**config.mk**
```make
export PLATFORM = sky130hd
export DESIGN_NAME = alarm_zone_ctrl
export DESIGN_NICKNAME = d
export VERILOG_FILES = /design/src/rtl/alarm_zone_ctrl.sv
export SDC_FILE = /design/constraint.sdc
export NUM_CORES = 1
export LEC_CHECK = 0
export ABC_AREA = 1
export BUFFER_PORTS_ARGS = -buffer_cell sky130_fd_sc_hd__buf_4
export CAP_MARGIN = 20
export CORE_UTILIZATION = 54
export CTS_CLUSTER_SIZE = 25
export DETAILED_ROUTE_END_ITERATION = 10
export PLACE_DENSITY = 0.77
export SLEW_MARGIN = 20
export SYNTH_ARGS = -nofsm -noshare
export SYNTH_HDL_FRONTEND = slang
export SYNTH_SLANG_ARGS = --single-unit
```
**constraint.sdc**
```tcl
create_clock -name clk -period 1.6 [get_ports clk]
set_input_delay 0.32 -clock clk [delete_from_list [all_inputs] [get_ports clk]]
set_output_delay 0.32 -clock clk [all_outputs]
set_load 0.005 [all_outputs]
```
**src/rtl/alarm_zone_ctrl.sv**
```systemverilog
// Alarm zone controller: arming with warning timeout, zone monitoring with
// per-zone latch, alarm acknowledge and a minimum-hold ventilation phase.
module alarm_zone_ctrl #(
  parameter int unsigned N_ZONES   = 4,
  parameter int unsigned CNT_W     = 8,
  parameter int unsigned WARN_CYC  = 16,
  parameter int unsigned VENT_HOLD = 32
) (
  input  logic               clk,
  input  logic               reset,
  input  logic               EN,
  input  logic               aviso,
  input  logic [N_ZONES-1:0] zone_in,
  input  logic [N_ZONES-1:0] zone_mask,
  input  logic               vent,
  input  logic               ack,
  output logic               alarm_int,
  output logic               alarm_ext,
  output logic               venti,
  output logic [2:0]         salida,
  output logic [N_ZONES-1:0] zone_lat,
  output logic               timeout
);

  typedef enum logic [2:0] {
    StDis = 3'b000,
    StArm = 3'b001,
    StMon = 3'b010,
    StAlm = 3'b011,
    StVnt = 3'b100
  } state_e;

  localparam logic [CNT_W-1:0] WarnLast = CNT_W'(WARN_CYC - 1);
  localparam logic [CNT_W-1:0] VentLoad = CNT_W'(VENT_HOLD - 1);

  state_e             state_q, state_d;
  logic [CNT_W-1:0]   warn_cnt_q, warn_cnt_d;
  logic [CNT_W-1:0]   vent_cnt_q, vent_cnt_d;
  logic [N_ZONES-1:0] lat_q, lat_d;
  logic               timeout_q, timeout_d;
  logic               alarm_int_q, alarm_int_d;
  logic               alarm_ext_q, alarm_ext_d;
  logic               venti_q, venti_d;
  logic [N_ZONES-1:0] active;

  assign active = zone_in & zone_mask;

  // Next-state, counter and latch update; outputs are decoded from the next state
  // so they register on the same edge as the state itself.
  always_comb begin
    state_d    = state_q;
    warn_cnt_d = warn_cnt_q;
    vent_cnt_d = vent_cnt_q;
    lat_d      = lat_q;
    timeout_d  = timeout_q;

    if (!EN) begin
      // Disarm overrides everything; an EN=0 cycle also releases the timeout flag.
      state_d    = StDis;
      warn_cnt_d = '0;
      vent_cnt_d = '0;
      lat_d      = '0;
      timeout_d  = 1'b0;
    end else begin
      case (state_q)
        StDis: begin
          warn_cnt_d = '0;
          if (!timeout_q) state_d = StArm;
        end
        StArm: begin
          if (!aviso) begin
            state_d = StMon;
          end else if (warn_cnt_q >= WarnLast) begin
            state_d    = StDis;
            timeout_d  = 1'b1;
            warn_cnt_d = '0;
          end else if (warn_cnt_q != '1) begin
            warn_cnt_d = warn_cnt_q + 1'b1;
          end
        end
        StMon: begin
          if (|active) begin
            state_d = StAlm;
            lat_d   = lat_q | active;
          end
        end
        StAlm: begin
          lat_d = lat_q | active;
          // Ventilation request wins over a simultaneous acknowledge.
          if (vent) begin
            state_d    = StVnt;
            vent_cnt_d = VentLoad;
          end else if (ack && !(|active)) begin
            state_d = StMon;
            lat_d   = '0;
          end
        end
        StVnt: begin
          lat_d = lat_q | active;
          if (vent_cnt_q != '0) begin
            vent_cnt_d = vent_cnt_q - 1'b1;
          end else if (!(|active)) begin
            state_d    = StDis;
            lat_d      = '0;
            warn_cnt_d = '0;
          end
        end
        default: begin
          // Unused codes recover to a clean disarmed state.
          state_d    = StDis;
          warn_cnt_d = '0;
          vent_cnt_d = '0;
          lat_d      = '0;
        end
      endcase
    end

    alarm_int_d = (state_d == StArm);
    alarm_ext_d = (state_d == StAlm) || (state_d == StVnt);
    venti_d     = (state_d == StVnt);
  end

  // State, counters and output registers with synchronous active-low reset.
  always_ff @(posedge clk) begin
    if (!reset) begin
      state_q     <= StDis;
      warn_cnt_q  <= '0;
      vent_cnt_q  <= '0;
      lat_q       <= '0;
      timeout_q   <= 1'b0;
      alarm_int_q <= 1'b0;
      alarm_ext_q <= 1'b0;
      venti_q     <= 1'b0;
    end else begin
      state_q     <= state_d;
      warn_cnt_q  <= warn_cnt_d;
      vent_cnt_q  <= vent_cnt_d;
      lat_q       <= lat_d;
      timeout_q   <= timeout_d;
      alarm_int_q <= alarm_int_d;
      alarm_ext_q <= alarm_ext_d;
      venti_q     <= venti_d;
    end
  end

  assign alarm_int = alarm_int_q;
  assign alarm_ext = alarm_ext_q;
  assign venti     = venti_q;
  assign salida    = state_q;
  assign zone_lat  = lat_q;
  assign timeout   = timeout_q;

endmodule
```
### Word level (Yosys, flattened, before mapping)

Index checks and enable logic that the tools add are counted.

* memories: 0
* output and inout bits: 11
* register bits after elaboration: 27
* ROM bits: 0
* latch bits: 0
* memory bits (writable): 0
* word-level logic and storage cells: 70
* input bits: 14

* mux-type cells: 25
* reductions and logical operators: 14
* bitwise logic cells: 5
* eq/ne operators: 15
* multipliers: 0
* $lt $le $gt $ge: 1
* divide/modulo/power cells: 0
* shifts and indexed selects: 0
* add/sub/neg operators: 2

Operator list (count)
* two-way mux 8 bit: 7
* case mux 8 bit (3 select lines): 2
* two-way mux 3 bit: 9
* two-way mux 4 bit: 5
* case mux 4 bit (4 select lines): 1
* case mux 3 bit (5 select lines): 1
* != test 2 bit (second input constant): 6
* equality test 3 x 2 -> 1 bit (second input constant): 3
* adder 8 x 1 -> 8 bit (second input constant): 1
* greater-or-equal comparator 8 x 4 -> 1 bit (second input constant): 1
* != test 8 bit (second input constant): 1
* nonzero test 8 bit: 1
* subtractor 8 x 1 -> 8 bit (second input constant): 1
* equality test 3 x 1 -> 1 bit (second input constant): 2
* equality test 3 bit (second input constant): 2
* AND reduction 3 bit: 2
* AND reduction 5 bit: 1
* bitwise AND 4 bit: 1
* bitwise OR 4 bit: 1
* AND reduction 2 bit: 2
* OR reduction 2 bit: 2
* OR reduction 4 bit: 1
* zero test 3 bit: 1
* != test 3 bit (second input constant): 1
* 5 further kinds: 7

### Logic depth before layout (Yosys ltp)

Gate-level depths: netlist of run 1.

* depth after elaboration: 10
* mapped depth: 10

### Worst setup path before layout of run 1

Ideal clock, no wire load.

* kind: register to register
* from: register state_q[2] (netlist: salida[2])
* to: register warn_cnt_q[3]
* setup slack: 0.288 ns
* stages on the path, launching flop included: 10
* setup time: 0.132 ns
* required time: 1.468 ns
* arrival: 1.180 ns
* clock period less this slack: 1.312 ns
* path buffers: 0
* path through: dfxtp_1 -> nor2_2 -> nand2_2 -> or2_1 -> nand2_1 -> inv_2 -> nand2_4 -> inv_2 -> nand2_1 -> a21oi_1

* cells in the longest elaborated chain, start to end: 4

RTL lines
* from (decl): RTL line 36 `state_e state_q, state_d;`
* from (signal assigned): RTL line 126 `state_q <= StDis;`
* from (signal assigned): RTL line 135 `state_q <= state_d;`
* equality test 3 x 2 -> 1 bit: RTL line 65 `case (state_q)`
* OR reduction 2 bit (no line)
* inverter 1 bit (no line)
* AND reduction 5 bit (no line)
* to (signal assigned): RTL line 136 `warn_cnt_q <= warn_cnt_d;`
* to (decl): RTL line 37 `logic [CNT_W-1:0] warn_cnt_q, warn_cnt_d;`

Several ways; a longest one is shown, not always the timed one.
A chain may end at the register's enable or synchronous reset.

### Worst setup path after layout of run 1

* from: register state_q[0] (netlist: salida[0])
* to: register vent_cnt_q[5]

* cells in the longest elaborated chain, start to end: 4

RTL lines
* equality test 3 x 2 -> 1 bit (tied with other cells): RTL line 65
* OR reduction 3 bit (no line)
* inverter 1 bit (no line)
* AND reduction 3 bit (no line)
* to (signal assigned): RTL line 137 `vent_cnt_q <= vent_cnt_d;`
* to (decl): RTL line 38 `logic [CNT_W-1:0] vent_cnt_q, vent_cnt_d;`

Several ways; a longest one is shown, not always the timed one.

==> impl_metrics.env, run 1 <==
export IMPL_coreArea_mm2=0.002455
export IMPL_power_share_combinational=0.106
export IMPL_cts_sinks=27
export IMPL_ir_drop_v=0.0004746
export IMPL_hp_start="EN"
export IMPL_clock_path_buffers=2
export IMPL_synth_area_leaders="dfxtp_1, nand2_1, nor2_1, inv_1, a21oi_1"
export IMPL_yosys_warnings=0
export IMPL_worstSetupPathType="flip-flop to flip-flop"
export IMPL_yosys_area_top_type="dfxtp_1"
export IMPL_synth_top_family_by_area="simple AND/OR/NAND/NOR gates"
export IMPL_synth_edf_count=0
export IMPL_cp_num_buf_inv=2
export IMPL_setup_viol=0
export IMPL_finalHoldViolCount=0
export IMPL_final_area_mm2=0.001670
export IMPL_holdPathEnd="salida[1]"
export IMPL_fmax_mhz=667.9
export IMPL_synthTopCellsByCount="nand2_1, nor2_1, inv_1"
export IMPL_yosys_area_top_type_share=0.3871
export IMPL_relSlewSlack=0.7978
export IMPL_switchingPower_uw=264.6
export IMPL_dr_first_iter_drc_count=26
export IMPL_drt_pass1_iter_count=4
export IMPL_tns_ns=0
export IMPL_fp_dieW_um=52.85
export IMPL_drc=0
export IMPL_crit_path_start_kind="flip-flop"
export IMPL_yosysMostFrequentCell="nand2_1"
export IMPL_synthesis_nets=225
export IMPL_crit_chain="inv_1, o21ai_1, nand3_4, clkinvlp_4, nand2_1, a21oi_1"
export IMPL_antenna_left=0
export IMPL_antenna_found_initial=0
export IMPL_synth_async_sr_flop_share=0
export IMPL_timing_rr_start="salida[0]"
export IMPL_hpwl_um=2361
export IMPL_num_vias=1347
export IMPL_cts_buffers=3
export IMPL_reg2reg_setup_slack_ns=0.10
export IMPL_hp_class="input port to flip-flop"
export IMPL_status="completed"
export IMPL_synth_seq_cells=27
export IMPL_cts_setup_buffers=0
export IMPL_clkPwrFrac=0.267
export IMPL_synthAdderAreaFrac=0.02688
export IMPL_avgViaCountPerCell=5.026
export IMPL_critical_path_top_delay_family="flip-flops"
export IMPL_first_global_vias=1236
export IMPL_initial_core_util=0.5688
export IMPL_p_total_uw=1093
export IMPL_slew_violations=0
export IMPL_final_nets=256
export IMPL_min_period_ns=1.497
export IMPL_stdcell_count=268
export IMPL_swShare=0.2422
export IMPL_postPlaceCellArea_mm2=0.001629
export IMPL_cp_end_kind="flip-flop"
export IMPL_grt_pass1_wl_um=5009
export IMPL_min_path_cells=3
export IMPL_ys_seq_area_frac=0.3871
export IMPL_cp_required_ns=1.86
export IMPL_synth_mux_area_frac=0
export IMPL_grt_max_degree=15
export IMPL_grt_ovfl_total=0
export IMPL_leakagePower_uw=0.0007836
export IMPL_synth_compound_area_frac=0.1192
export IMPL_totalWireLength_um=2952
export IMPL_finalCritPeriodShare=0.9358
export IMPL_n_antenna_cell=0
export IMPL_synth_avg_cell_area_um2=6.713
export IMPL_place_gp_congestion=0.9050
export IMPL_cts_tree="yes"
export IMPL_wl_per_cell_um=11.01
export IMPL_grt_usage=0.2429
export IMPL_maxCapViolCount=0
export IMPL_clock_latency_ns=0.32
export IMPL_p_int_uw=828.1
export IMPL_syn_area_mm2=0.001396
export IMPL_r2r_end="vent_cnt_q[5]"
export IMPL_worst_slew_pin_slew_ns=0.3028
export IMPL_finClkSkew_ns=0.008337
export IMPL_io_pins=25
export IMPL_netlist_cell_type_count=27
export IMPL_ys_flop_type="dfxtp_1"
export IMPL_cts_root_buf="clkbuf_4"
export IMPL_syn_inst=208
export IMPL_io_buffers=24
export IMPL_max_stage_delay_ns=0.52
export IMPL_seq_power_share=0.627
export IMPL_powerDensity_mw_per_mm2=654.2
export IMPL_r2r_cells=6
export IMPL_synth_xor_area_frac=0.01882
export IMPL_drive_gt1_frac=0.2059
export IMPL_area_delta_synth_final_pct=19.62
export IMPL_synth_simple_gate_area_frac=0.3486
export IMPL_die_h_um=52.85
export IMPL_clk_pin_slew_ns=0.14
export IMPL_crit_slowest_cell="dfxtp_1"
export IMPL_htree_num_levels=1
export IMPL_dp_cells=264
export IMPL_dieArea_mm2=0.002793
export IMPL_critPathMaxFanout=11
export IMPL_cp_data_arrival_time_ns=1.75
export IMPL_rows=18
==> flip-flops by register name, indices dropped and copies added, names as in the netlist <==
name,count
alarm_ext,1
alarm_int,1
salida,3
timeout,1
vent_cnt_q,8
venti,1
warn_cnt_q,8
zone_lat,4
==> what timing repair did <==
item	4_1_cts	5_1_grt
hold endpoints to repair	0	0
hold buffers	0	0
resized for setup	0	6
setup endpoints to repair	0	8
==> cells in the final DEF (no fill, tap or decap), drive strengths merged <==
master,instances
nor2,33
buf,28
clkinvlp,1
ha,3
o21bai,4
nor3b,1
nor3,7
nand2,55
or2,1
a21oi,12
o21ai,12
xnor2,1
a41oi,1
dfxtp,27
nand3,11
inv,32
xor2,2
clkbuf,4
o21a,1
nand4,2
==> how the worst max path moves through the flow <==
stage                        startpoint             to  depth (start not counted)
after floorplan               salida[2]  warn_cnt_q[3]                          9
after global placement    vent_cnt_q[0]  vent_cnt_q[4]                          9
after detailed placement  vent_cnt_q[0]  vent_cnt_q[4]                          9
after CTS                 vent_cnt_q[0]  vent_cnt_q[4]                          9
after global routing          salida[0]  vent_cnt_q[5]                          6
final                         salida[0]  vent_cnt_q[5]                          6
==> through the flow <==
stage / hold slack, ns / utilization / worst slack, ns
floorplan: 0.4170 / - / 0.2879
global placement: 0.4257 / 0.6636 / 0.09225
detailed placement: 0.4345 / 0.6636 / 0.03316
CTS: 0.2165 / 0.6743 / 0.01819
global route: 0.2125 / 0.6804 / -0.0008933
finish: 0.2220 / 0.6804 / 0.1028
==> power groups by stage <==
stage               Combinational (uW)  Sequential, uW  Clock [uW]
global route                       130             687         328
floorplan                         63.0             699           0
finish                             115             685         292
CTS                                114             685         302
detailed placement                 113             700           0
global placement                   111             700           0
==> logic make-up after synthesis <==
kind of cell             after synthesis
XOR/XNOR                               3
buffers and inverters                 35
AO/OA/AOI/OAI                         30
adder cells (fa/ha/maj)                3
AND/OR/NAND/NOR                      110
flip-flops                            27
==> worst min-delay path, stage by stage <==
cell     delay, ns
buf_4         0.11
nand2_1       0.05
nor2_1        0.03
==> routing by layer <==
metal | share of wire | GRT usage | vias up
li1 | - | - | 716
met1 | 0.46 | 0.2802 | 603
met2 | 0.51 | 0.4494 | 23
met3 | 0.026 | 0.04023 | 5
met4 | 0.012 | 0.07456 | 0
met5 | 0 | 0 | -
==> area by class of cell <==
type,count,area (um2)
clock buffers,4,26.28
fillers,232,784.5
inverters,33,127.6
multi-input cells,146,726.9
flip-flops and latches,27,541.8
well taps,30,37.54
repair buffers,28,210.2
Power figures use the tool's default switching activity.
==> inputs of run 2 (changes only) <==
--- a/config.mk
+++ b/config.mk
@@ -8,10 +8,12 @@
 export ABC_AREA = 1
 export BUFFER_PORTS_ARGS = -buffer_cell sky130_fd_sc_hd__buf_4
 export CAP_MARGIN = 20
-export CORE_UTILIZATION = 54
+export CORE_ASPECT_RATIO = 0.5
+export CORE_UTILIZATION = 49
 export CTS_CLUSTER_SIZE = 25
 export DETAILED_ROUTE_END_ITERATION = 10
-export PLACE_DENSITY = 0.77
+export PLACE_DENSITY = 0.73
+export SETUP_SLACK_MARGIN = 0.1
 export SLEW_MARGIN = 20
 export SYNTH_ARGS = -nofsm -noshare
 export SYNTH_HDL_FRONTEND = slang
==> constraint.sdc (replaced) <==
create_clock -name clk -period 1.3 [get_ports clk]
set_input_delay 0.26 -clock clk [delete_from_list [all_inputs] [get_ports clk]]
set_output_delay 0.26 -clock clk [all_outputs]
set_load 0.005 [all_outputs]
==> impl_metrics.env, run 2 (synthesis results as in run 1) <==
export IMPL_coreArea_mm2=0.002651
export IMPL_switchingPower_uw=404.5
export IMPL_dieArea_mm2=0.003080
export IMPL_n_antenna_cell=0
export IMPL_io_pins=25
export IMPL_finalCritPeriodShare=1.024
export IMPL_totalWireLength_um=3680
export IMPL_p_int_uw=1146
export IMPL_cp_end_kind="flip-flop"
export IMPL_dr_first_iter_drc_count=60
export IMPL_first_global_vias=1254
export IMPL_cp_data_arrival_time_ns=1.52
export IMPL_leakagePower_uw=0.0009773
export IMPL_violations="negative setup slack"
export IMPL_layout_common_cells="buf_4, nand2_1, nor2_1, inv_1, dfxtp_1"
export IMPL_setup_viol=8
export IMPL_cts_buffers=3
export IMPL_powerDensity_mw_per_mm2=719.5
export IMPL_drt_pass1_iter_count=4
export IMPL_power_share_combinational=0.134
export IMPL_cts_sinks=27
export IMPL_area_delta_synth_final_pct=54.39
export IMPL_post_route_worst_setup_slack_ns=-0.03143
export IMPL_drive_gt1_frac=0.4751
export IMPL_swShare=0.2608
export IMPL_final_nets=279
export IMPL_antenna_found_initial=0
export IMPL_avgViaCountPerCell=5.034
export IMPL_dp_slack_ns=-0.1599
export IMPL_worstSetupPathType="flip-flop to flip-flop"
export IMPL_clock_path_buffers=2
export IMPL_clk_pin_slew_ns=0.10
export IMPL_grt_ovfl_total=0
export IMPL_antenna_left=0
export IMPL_grt_max_degree=17
export IMPL_grt_usage=0.2392
export IMPL_rows=13
export IMPL_grt_most_used_layer="met2"
export IMPL_hp_class="input port to flip-flop"
export IMPL_status="finished, violations left"
export IMPL_cp_required_ns=1.49
export IMPL_finish_utilization=0.8131
export IMPL_wl_per_cell_um=12.35
export IMPL_whs_ns=0.2108
export IMPL_drc=0
export IMPL_use_met2=0.4248
export IMPL_seq_power_share=0.540
export IMPL_place_gp_congestion=0.8730
export IMPL_initial_core_util=0.5267
export IMPL_grt_pass1_wl_um=5409
export IMPL_cts_root_buf="clkbuf_8"
export IMPL_clock_latency_ns=0.28
export IMPL_grt_use_met3=0.05814
export IMPL_slew_violations=0
export IMPL_min_period_ns=1.331
export IMPL_worst_slew_pin_slew_ns=0.3257
export IMPL_finClkSkew_ns=0.004321
export IMPL_maxCapViolCount=0
export IMPL_io_buffers=24
export IMPL_tns_ns=-0.1294
export IMPL_rsz0062_at_grt="true"
export IMPL_fp_dieW_um=77.50
export IMPL_clkPwrFrac=0.326
export IMPL_fillerInstances=151
export IMPL_final_common_cell="buf_4"
export IMPL_hpwl_um=2431
export IMPL_crit_path_start_kind="flip-flop"
export IMPL_cts_tree="yes"
export IMPL_die_h_um=39.75
export IMPL_htree_num_levels=1
export IMPL_finalHoldViolCount=0
export IMPL_ir_drop_v=0.0006979
export IMPL_met1_usage=0.2920
export IMPL_relSlewSlack=0.7821
export IMPL_fmax_mhz=751.1
export IMPL_cts_hold_buffers_added=0
export IMPL_critPathMaxFanout=7
export IMPL_num_vias=1500
run 2: cell types whose count changed in the layout (fill, tap and decap cells not counted), sizes merged:
| cell | previous run | this run |
|---|---|---|
| buf | 28 | 51 |
| clkbuf | 4 | 3 |
| clkinv | 0 | 1 |
run 2: worst paths after layout:
check | from | to | slack, ns | cells past startpoint
worst min register to register | warn_cnt_q[6] | warn_cnt_q[6] | 0.45 | 2
worst min-delay path | EN | salida[1] | 0.21 | 3
worst max register to register | salida[2] | vent_cnt_q[3] | -0.03 | 8
worst max-delay path | salida[2] | vent_cnt_q[3] | -0.03 | 8
run 2: routing by layer:
| metal | vias up | part of all wire |
|---|---|---|
| met4 | 0 | 0.018 |
| met5 | - | 0 |
| met2 | 39 | 0.48 |
| met1 | 693 | 0.45 |
| met3 | 10 | 0.054 |
| li1 | 758 | - |
run 2: per-stage QoR:
step                      instance area [um2]  std cells  total power [uW]
final                                    2156        298              1551
after global routing                     2156        298              1622
after CTS                                2003        295              1541
after detailed placement                 1809        288              1017
after global placement                   1809        288              1014
after floorplan                          1440        208             940.7
run 2: cell type report:
class                           count  area (um2)  share of cell area
Clock buffer                        3       41.29             0.01915
Clock inverter                      1       7.507            0.003482
Inverter                           33       138.9             0.06442
Multi-Input combinational cell    146       945.9              0.4388
Sequential cell                    27       558.0              0.2589
Tap cell                           37       46.29             0.02147
Timing Repair Buffer               51       417.9              0.1938
run 2: worst max-delay path: stages (launching register included):
cell and delay (ns):
dfxtp_4 0.39, inv_1 0.07, nand2_2 0.08, inv_1 0.07
o21ai_2 0.11, nand3_4 0.15, buf_8 0.17, nor3_2 0.14
nor2_1 0.05
run 2: power by group through the flow:
stage                     logic [uW]  clock network (uW)  registers (uW)
after floorplan                 81.1                   0             860
after global placement           156                   0             858
after detailed placement         159                   0             859
after CTS                        180                 521             840
after global routing             226                 556             840
final                            208                 505             838
run 2: timing repair:
action	in CTS	in global routing
gates resized for setup	30	40
setup endpoints to repair	26	28
pin swaps	14	11
setup buffers	3	3
==> inputs of run 3 (changes only) <==
--- a/config.mk
+++ b/config.mk
@@ -5,14 +5,14 @@
 export SDC_FILE = /design/constraint.sdc
 export NUM_CORES = 1
 export LEC_CHECK = 0
-export ABC_AREA = 1
-export BUFFER_PORTS_ARGS = -buffer_cell sky130_fd_sc_hd__buf_4
+export ABC_AREA = 0
+export BUFFER_PORTS_ARGS = -buffer_cell sky130_fd_sc_hd__buf_2
 export CAP_MARGIN = 20
 export CORE_ASPECT_RATIO = 0.5
-export CORE_UTILIZATION = 49
+export CORE_UTILIZATION = 48
 export CTS_CLUSTER_SIZE = 25
 export DETAILED_ROUTE_END_ITERATION = 10
-export PLACE_DENSITY = 0.73
+export PLACE_DENSITY = 0.72
 export SETUP_SLACK_MARGIN = 0.1
 export SLEW_MARGIN = 20
 export SYNTH_ARGS = -nofsm -noshare
==> impl_metrics.env, run 3 <==
export IMPL_hpwl_um=2432
export IMPL_dr_first_iter_drc_count=55
export IMPL_worstSetupPathType="flip-flop to flip-flop"
export IMPL_initial_core_util=0.5122
export IMPL_status="finished, violations left"
export IMPL_first_global_vias=1159
export IMPL_finalCritPeriodShare=1.125
export IMPL_drc=0
export IMPL_totalWireLength_um=3484
export IMPL_fmax_mhz=683.8
export IMPL_coreArea_mm2=0.002619
export IMPL_regArea_um2=560.5
export IMPL_cp_data_arrival_time_ns=1.64
export IMPL_cts_buffers=3
export IMPL_synth_mux_area_frac=0.007463
export IMPL_n_antenna_cell=0
export IMPL_synth_area_leaders="dfxtp_1, a21oi_1, nand2_1, nor2_1, o21ai_0"
export IMPL_setup_viol=23
export IMPL_cts_sinks=27
export IMPL_tns_ns=-2.434
export IMPL_yosys_area_top_type="dfxtp_1"
export IMPL_cp_end_kind="flip-flop"
export IMPL_netlist_cell_type_count=44
export IMPL_fillerInstances=179
export IMPL_antenna_left=0
export IMPL_crit_start="vent_cnt_q[6]"
export IMPL_synth_avg_cell_area_um2=8.767
export IMPL_multi_input_area_um2=890.9
export IMPL_min_period_ns=1.462
export IMPL_ir_drop_v=0.0007799
export IMPL_hp_class="input port to flip-flop"
export IMPL_r2r_cells=6
export IMPL_synth_async_sr_flop_share=0
export IMPL_synth_top_family_by_area="simple AND/OR/NAND/NOR gates"
export IMPL_ys_flop_type="dfxtp_1"
export IMPL_final_nets=231
export IMPL_clock_latency_ns=0.28
export IMPL_htree_num_levels=1
export IMPL_crit_path_start_kind="flip-flop"
export IMPL_grt_ovfl_total=0
export IMPL_drt_pass1_iter_count=4
export IMPL_num_vias=1376
export IMPL_synth_xor_area_frac=0
export IMPL_grt_max_degree=17
export IMPL_layout_common_cells="buf_4, buf_2, dfxtp_1, nor2_1, nand2_1"
export IMPL_dieArea_mm2=0.003023
export IMPL_relSlewSlack=0.7736
export IMPL_cts_root_buf="clkbuf_8"
export IMPL_synth_simple_gate_area_frac=0.2966
export IMPL_synth_edf_count=0
export IMPL_slew_violations=0
export IMPL_drive_gt1_frac=0.5493
export IMPL_die_h_um=39.38
export IMPL_cts_hold_buffers_added=0
export IMPL_post_route_worst_setup_slack_ns=-0.1624
export IMPL_synthAdderAreaFrac=0.02799
export IMPL_grt_usage=0.2200
export IMPL_finalHoldViolCount=0
export IMPL_antenna_found_initial=0
export IMPL_syn_area_mm2=0.001341
export IMPL_fp_dieW_um=76.76
export IMPL_synthesis_nets=170
export IMPL_maxCapViolCount=0
export IMPL_yosysMostFrequentCell="dfxtp_1"
export IMPL_area_delta_synth_final_pct=46.92
export IMPL_leakagePower_uw=0.0008614
export IMPL_yosys_area_top_type_share=0.4030
export IMPL_grt_pass1_wl_um=5023
export IMPL_reg2reg_setup_slack_ns=-0.16
export IMPL_endpoint="alarm_ext"
export IMPL_finClkSkew_ns=0.004239
export IMPL_syn_inst=153
export IMPL_powerDensity_mw_per_mm2=744.8
export IMPL_critPathMaxFanout=5
export IMPL_io_buffers=24
export IMPL_cp_required_ns=1.48
export IMPL_final_common_cell="buf_4"
export IMPL_rows=13
export IMPL_violations="negative setup slack"
export IMPL_wl_per_cell_um=13.94
export IMPL_synthTopCellsByCount="dfxtp_1, nand2_1, nor2_1"
export IMPL_yosys_warnings=0
export IMPL_ys_seq_area_frac=0.4030
export IMPL_clk_pin_slew_ns=0.10
export IMPL_cts_tree="yes"
export IMPL_place_gp_congestion=0.8385
export IMPL_clock_path_buffers=2
export IMPL_io_pins=25
export IMPL_timing_rr_start="vent_cnt_q[6]"
export IMPL_dp_slack_ns=-0.2737
export IMPL_rsz0062_at_grt="true"
export IMPL_synth_seq_cells=27
export IMPL_postPlaceCellArea_mm2=0.001775
export IMPL_r2r_end="alarm_ext"
export IMPL_avgViaCountPerCell=5.504
export IMPL_synth_compound_area_frac=0.2304
export IMPL_worst_slew_pin_slew_ns=0.3390
export IMPL_final_area_mm2=0.001971
[run 3: cell count changes after synthesis, sizes merged, moves of 4 or more]
cell and change:
a211oi +4, nand2 -40, and2 +6, inv -28
a31oi +6, nor2 -18, nand3 -5
[run 3: through the flow]
step	util	cells	total power (uW)	hold slack [ns]
floorplan	-	153	913.2	0.4124
global placement	0.6780	242	970.0	0.4578
detailed placement	0.6780	242	972.2	0.4606
CTS	0.7181	248	1462	0.2443
global route	0.7525	250	1522	0.2445
finish	0.7525	250	1468	0.2447
[run 3: power breakdown]
part	total [uW]	leakage, uW	switching [uW]	internal (uW)
clock	500	0.0000217	282	218
combinational	127	0.000615	67.5	59.9
sequential	840	0.000225	9.72	830
[run 3: final cells by class]
type                    instances  share of cell area
clock buffers                   3             0.02095
clock inverters                 1            0.003810
inverters                       4            0.007619
multi-input cells             117              0.4521
flip-flops and latches         27              0.2844
well taps                      37             0.02349
repair buffers                 61              0.2076
[run 3: kinds of logic (layout without fill, tap and decap cells)]
logic type,after synthesis,in the layout
compound gates,46,46
simple gates,67,67
mux,1,1
flops,27,27
fa+ha+maj,3,3
buf+inv,9,69
[run 3: worst min-delay path by stage]
stage                          endpoint  cells past startpoint           from
after global routing        zone_lat[3]                      3   zone_mask[3]
final                       zone_lat[3]                      3   zone_mask[3]
after floorplan                 timeout                      2          aviso
after CTS                   zone_lat[3]                      3   zone_mask[3]
after detailed placement  warn_cnt_q[7]                      1  warn_cnt_q[7]
after global placement      zone_lat[1]                      2    zone_lat[1]
[run 3: critical path: stages (launching register included)]
cell	delay (ns)
dfxtp_2	0.34
nor3_4	0.24
nand4b_4	0.16
o21ai_4	0.25
buf_4	0.16
a21oi_2	0.06
o21bai_1	0.16
[run 3: metal layers]
metal	routed length, um	global-route usage	vias up
met5	0	0	-
met4	8	0.06731	0
met3	87	0.05814	2
met2	1778	0.3795	19
met1	1610	0.2761	668
li1	-	-	687
[run 3: timing repair]
item                       4_1_cts  5_1_grt
gates cloned                     0        0
resized for setup               13       19
buffers inserted                 2        2
setup endpoints to repair       28       28
pin swaps                        5        5
